--- config.mk ---
export PLATFORM = sky130hd
export DESIGN_NAME = hex_entry
export DESIGN_NICKNAME = d
export VERILOG_FILES = /design/src/rtl/aes_io_pkg.sv /design/src/rtl/btn_debounce.sv /design/src/rtl/hex_entry.sv
export SDC_FILE = /design/constraint.sdc
export NUM_CORES = 1
export LEC_CHECK = 0
export ABC_AREA = 1
export CORE_ASPECT_RATIO = 0.6
export CORE_MARGIN = 10
export CORE_UTILIZATION = 52
export DETAILED_ROUTE_END_ITERATION = 7
export GPL_ROUTABILITY_DRIVEN = 0
export PLACE_DENSITY_LB_ADDON = 0.1
export SLEW_MARGIN = 20
export SYNTH_ARGS = -nofsm -noshare
export SYNTH_HDL_FRONTEND = slang
export SYNTH_SLANG_ARGS = --single-unit
--- constraint.sdc ---
create_clock -name clk -period 2 [get_ports clk]
set_clock_uncertainty 0.2 [all_clocks]
set_input_delay 0.3 -clock clk [delete_from_list [all_inputs] [get_ports clk]]
set_output_delay 0.3 -clock clk [all_outputs]
set_load 0.03 [all_outputs]
--- src/rtl/aes_io_pkg.sv ---
// Shared types and sizes for the hex nibble entry front end.
package aes_io_pkg;

  localparam int unsigned NIBBLES = 32;
  localparam int unsigned DATA_W  = 128;

  typedef enum logic [1:0] {
    ENTRY = 2'd0,
    FULL  = 2'd1,
    OFFER = 2'd2
  } state_t;

endpackage

--- src/rtl/btn_debounce.sv ---
// Raw pushbutton -> 2-flop synchronizer -> debouncer -> single-cycle press pulse.
module btn_debounce #(
  parameter int unsigned DEBOUNCE_CYCLES = 1000000
) (
  input  logic clk,
  input  logic clr_n,
  input  logic btn,
  output logic pulse
);

  localparam int unsigned CW = (DEBOUNCE_CYCLES < 2) ? 1 : $clog2(DEBOUNCE_CYCLES + 1);

  logic          s1, s2;
  logic          acc;
  logic [CW-1:0] cnt;
  logic [1:0]    settle;
  logic          armed;
  logic          flip;

  assign flip = (s2 != acc) && (cnt == CW'(DEBOUNCE_CYCLES - 1));

  // Synchronizer, debounce counter and accepted state.
  // A press is only reported once the button has been seen released after
  // reset (settle covers the synchronizer refill), so a button held through
  // reset release gives no pulse until it is released and pressed again.
  always_ff @(posedge clk or negedge clr_n) begin
    if (!clr_n) begin
      s1     <= 1'b0;
      s2     <= 1'b0;
      acc    <= 1'b0;
      cnt    <= '0;
      settle <= '0;
      armed  <= 1'b0;
      pulse  <= 1'b0;
    end else begin
      s1     <= btn;
      s2     <= s1;
      settle <= {settle[0], 1'b1};
      if (settle[1] && !s2 && !acc)
        armed <= 1'b1;
      pulse <= flip && !acc && armed;
      if (s2 == acc) begin
        cnt <= '0;
      end else if (flip) begin
        acc <= ~acc;
        cnt <= '0;
      end else begin
        cnt <= cnt + CW'(1);
      end
    end
  end

endmodule

--- src/rtl/hex_entry.sv ---
// Hex nibble entry: builds a 128-bit value from switch nibbles via debounced
// enter/back/commit buttons and offers it over a valid/ready handshake.
module hex_entry
  import aes_io_pkg::*;
#(
  parameter int unsigned DEBOUNCE_CYCLES = 1000000
) (
  input  logic              clk,
  input  logic              clr_n,
  input  logic [3:0]        sw,
  input  logic              btn_enter,
  input  logic              btn_back,
  input  logic              btn_commit,
  output logic [0:DATA_W-1] o_data,
  output logic              o_valid,
  input  logic              i_ready,
  output logic [5:0]        o_idx,
  output logic [0:15]       o_window
);

  state_t     state;
  logic       p_enter, p_back, p_commit;
  logic [5:0] idx_m1;
  logic [4:0] win_nib;

  btn_debounce #(.DEBOUNCE_CYCLES(DEBOUNCE_CYCLES)) u_enter (
    .clk(clk), .clr_n(clr_n), .btn(btn_enter), .pulse(p_enter)
  );
  btn_debounce #(.DEBOUNCE_CYCLES(DEBOUNCE_CYCLES)) u_back (
    .clk(clk), .clr_n(clr_n), .btn(btn_back), .pulse(p_back)
  );
  btn_debounce #(.DEBOUNCE_CYCLES(DEBOUNCE_CYCLES)) u_commit (
    .clk(clk), .clr_n(clr_n), .btn(btn_commit), .pulse(p_commit)
  );

  assign idx_m1 = o_idx - 6'd1;

  // Display window: the 16-bit group holding nibble min(o_idx, 31).
  always_comb begin
    win_nib  = o_idx[5] ? 5'd31 : o_idx[4:0];
    o_window = o_data[{win_nib[4:2], 4'b0000} +: 16];
  end

  // Entry FSM; commit > back > enter, lower-priority pulses are dropped.
  always_ff @(posedge clk or negedge clr_n) begin
    if (!clr_n) begin
      state   <= ENTRY;
      o_data  <= '0;
      o_idx   <= '0;
      o_valid <= 1'b0;
    end else begin
      case (state)
        ENTRY: begin
          if (p_back && (o_idx != '0)) begin
            o_idx                            <= idx_m1;
            o_data[{idx_m1[4:0], 2'b00} +: 4] <= '0;
          end else if (p_enter) begin
            o_data[{o_idx[4:0], 2'b00} +: 4] <= sw;
            o_idx                            <= o_idx + 6'd1;
            if (o_idx == 6'(NIBBLES - 1))
              state <= FULL;
          end
        end
        FULL: begin
          if (p_commit) begin
            state   <= OFFER;
            o_valid <= 1'b1;
          end else if (p_back) begin
            o_idx                            <= idx_m1;
            o_data[{idx_m1[4:0], 2'b00} +: 4] <= '0;
            state                            <= ENTRY;
          end
        end
        OFFER: begin
          if (i_ready) begin
            state   <= ENTRY;
            o_valid <= 1'b0;
            o_data  <= '0;
            o_idx   <= '0;
          end
        end
        default: state <= ENTRY;
      endcase
    end
  end

endmodule

==> metrics.txt, run 1 <==
outcome aborted with a tool error; Last stage 5_1_grt; stop err [ERROR GRT-0232] Routing congestion too high. Check the congestion heatmap in the GUI.; Post-Synth Adder-Cell Area 1.24%; distinct cell type count after synthesis 36; initial core utilization 53.2%; WEP type primary output; Synthesized Nets 2,245; top-count cell post-synth nand2_1; simple-gate share of the synthesized area 46.6%; post-GRT worst EP o_window[4]; flops & latches, synth 214; area leader, netlist dfrtp_1; input/output buffers 160; root buf cell clkbuf_16; Post-synth EDFFs 0; Async SR Flop Fraction 100%; synthesized-area fraction occupied by ao, oa, aoi and oai cells 4.55%; maximum root-to-sink buffer count 3; Rows 46; overall die width 233 um; XOR/XNOR share of the synthesized area 1.73%; CTS sink cnt 214; Area contributors post-synth dfrtp_1, nand2_1, nand3_1; synthesized cell area 14,100 um^2; largest net degree at the start of global routing 58; H-tree depth 1; global route overflow 315; largest family of logic cells by synthesized area simple AND/OR/NAND/NOR gates; Seq/Total Area, Yosys 37.8%; syn avg cell area 6.37 um^2; placed instance count 2,915; die height 148 um; ys flop type dfrtp_1; most instantiated cells after synthesis nand2_1, nor2_1, nand3_1, dfrtp_1, inv_1; I/O Pins 161; CTS Buf Count 22; GRT Overall Usage 83.3%; Yosys Warn Count 0; Mapped Cells 2,221; Synth top area share 37.8%; multiplexer share of the synthesized area 0%; DPL Wire Length 47.0 mm
## logic make-up after synthesis
family,after synthesis
simple gates,1580
buf+inv,285
flops,214
compound gates,99
xor+xnor,28
fa+ha+maj,14
other cells,1
## metal layers
layer	overflow	track usage (%)
met1	21	81.6
met2	139	90.3
met5	4	59.0
met3	38	80.2
met4	113	82.6
## per-stage QoR
| step | hold WS (ns) | TNS (ns) | setup WS (ns) | utilization (%) | area (um^2) |
|---|---|---|---|---|---|
| 2_1_floorplan | -0.196 | -0.920 | -0.0378 | - | 14700 |
| 3_3_place_gp | 0.0610 | -35.96 | -0.333 | 69.6 | 18500 |
| 3_5_place_dp | 0.0660 | -39.55 | -0.367 | 69.6 | 18500 |
| 4_1_cts | 0.00855 | -34.63 | -0.688 | 88.3 | 23500 |
## repair_timing
| item | CTS |
|---|---|
| hold buffers | 2 |
| gates cloned | 39 |
| setup endpoints to repair | 293 |
| pin swaps | 267 |
| setup buffers | 81 |
| hold endpoints to repair | 215 |
| resized for setup | 792 |
==> run 2: changes to the inputs <==
- CORE_ASPECT_RATIO: 0.6 -> default
- CORE_UTILIZATION: 52 -> 39
- PLACE_DENSITY_LB_ADDON: 0.1 -> 0.15
- clock period: 2 -> 2.6 ns (I/O delays scaled with it)
==> run 2 against run 1 <==
Effect of this change: the flow now finishes, with violations (setup timing); area after synthesis is the same; synthesized cell count is the same.
==> metrics.txt, run 2 <==
commonest non-fill, non-tap cell in the layout nand2_1; GRT Overall Usage 24.3%; CTS tree done; Hold Crit Class in -> reg; Mapped Cells 2,221 (unchanged); die area 44,300 um^2; Setup WS post-layout -0.275 ns; pre-CTS setup slack 0.0431 ns (+0.410 ns); H-tree depth 1 (unchanged); Worst R2R Start o_idx[5]; hold path start btn_commit; distinct cell type count after synthesis 36 (unchanged); initial antenna violation count 0; Yosys Warn Count 0 (unchanged); hold path cells 1; I/O Pins 161 (unchanged); max-slew violation count 0; Reg clk slew, reported paths 0.06 ns; Slew @ Worst Pin 0.671 ns; first-pass GRT wire length 86.5 mm; Area contributors post-synth dfrtp_1, nand2_1, nand3_1; outcome complete, but fails checks; syn avg cell area 6.37 um^2 (unchanged); CP Class reg -> out; count of final setup violators 16; final period utilization 111%; Critical Path RT 2.01 ns; NumNets Final 2,448; Hold Vio Cnt, Final 0; CTS Buf Count 26 (+18%); crit end category primary output; most instantiated cells after synthesis nand2_1, nor2_1, nand3_1, dfrtp_1, inv_1; Async SR Flop Fraction 100% (unchanged); DR vias 15,727; input/output buffers 160 (unchanged); overall die width 210 um (-9.7%); Slew headroom 55.2%; ys flop type dfrtp_1; flops & latches, synth 214 (unchanged); fraction of layout cells with a size suffix above 1 12.4%; Rows 69 (+50%); Lkg Pwr 8.80 nW; Post-synth EDFFs 0 (unchanged); Seq/Total Area, Yosys 37.8% (unchanged); DPL Wire Length 40.9 mm (-13%); commonest cells after routing, fill and taps aside nand2_1, nor2_1, nand3_1; placed instance count 2,838 (-2.6%); Fmax achieved 348 MHz; fin crit period 2.87 ns; CP arrival 2.28 ns; post-route cell area 18,800 um^2; Synthesized Nets 2,245 (unchanged); maximum root-to-sink buffer count 3 (unchanged); core area 35,700 um^2; DR DRC count 0; final cell count without fillers 2,905; Final TNS setup -3.74 ns; DRT antenna net count 0; Post-Route WL 55.0 mm; largest net degree at the start of global routing 83; Util after Layout 52.7%; global route overflow 0; FF-to-FF path depth 13; Peak VDD IR 0.462 mV; CP max FO 8; synthesized cell area 14,100 um^2 (unchanged); Syn-to-layout area delta 32.8%; root buf cell clkbuf_16; Cell Area, Placed 17,000 um^2 (-8.4%); die height 210 um (+42%); Reg2Reg Setup Slack 0.13 ns; startpoint types register; failing checks setup timing; CTS sink cnt 214 (unchanged); Synth top area share 37.8% (unchanged); first-pass iteration count of the detailed router 5; RSZ-0062 raised after global routing true; Worst-Skew Late Latency 0.57 ns; max-cap viol count 0; 1st-iter DRT viols 1,588; vias in the first global route 14,949; Diodes inserted 0; post-DR wirelength/cell 18.9 um; top-count cell post-synth nand2_1; initial core utilization 39.7% (-14 points); power per cell area 403 nW/um^2; Worst Hold End u_commit.s1; area leader, netlist dfrtp_1; Vias/cell 5.41
run 2: cell counts after synthesis:
No cell type changed its count.
run 2: metal layers:
layer	wire [um]	global-route usage [%]	part of all wire [%]
met1	23200	31.7	42
met5	0	0	0
met2	24000	37.9	44
met3	5060	5.47	9.2
met4	2740	11.0	5.0
run 2: cell type report:
cell class                 instances  area (um^2)
clock buffer                      33          717
clock inverter                    15          231
fill                            3534        16900
inverter                         186          709
multi-input combinational       1722         8260
sequential                       214         5360
tap                              461          577
timing repair buffer             273         2930
timing repair inverter             1         7.51
run 2: cells by family (layout without fill, tap and decap cells):
group / Yosys count / in the layout / synth area share (%)
AND/OR/NAND/NOR: 1580 / 1580 / 46.6
adder cells (fa/ha/maj): 14 / 14 / 1.24
flip-flops: 214 / 214 / 37.8
AO/OA/AOI/OAI: 99 / 99 / 4.55
buffers and inverters: 285 / 508 / 8.05
other: 1 / 1 / 0.0265
XOR/XNOR: 28 / 28 / 1.73
run 2: repair_timing:
item / 4_1_cts / 5_1_grt
pin swaps: 21 / 13
gates cloned: 2 / 1
hold endpoints to repair: 74 / 0
setup endpoints to repair: 19 / 122
hold buffers: 1 / 0
setup buffers: 15 / 2
gates resized for setup: 110 / 58
run 2: worst max path at each step:
stage	from	to	slack (ns)	depth (start not counted)
6_report	o_idx[5]	o_window[10]	-0.27	10
4_1_cts	o_idx[5]	o_window[0]	-0.29	10
3_3_place_gp	o_idx[2]	register	0.1	11
5_1_grt	o_idx[2]	o_window[10]	-0.36	10
3_5_place_dp	i_ready	register	0.04	11
2_1_floorplan	o_idx[2]	o_window[11]	0.007	5
run 2: worst max-delay path: stages (launching register included):
cell and delay [ns]:
dfrtp_2 0.43, nor2_4 0.17, clkinvlp_4 0.17, buf_6 0.17, buf_12 0.14, nand2_4 0.05, nand3_2 0.07, a21oi_2 0.18
buf_6 0.13, a31oi_4 0.03, buf_6 0.16
run 2: power by group:
group | total, mW | internal, mW | switching (mW) | leakage [nW]
clock | 4.04 | 2.46 | 1.58 | 0.464
combinational | 0.172 | 0.0499 | 0.122 | 5.40
sequential | 3.36 | 3.35 | 0.0116 | 2.94
run 2: through the flow:
stage / total power, mW / hold WS [ns]
2_1_floorplan: 3.47 / -0.106
4_1_cts: 7.63 / 0.0480
5_1_grt: 7.80 / 0.0720
6_report: 7.57 / 0.0596
3_5_place_dp: 3.60 / 0.135
3_3_place_gp: 3.59 / 0.134
Power figures use the tool's default switching activity.
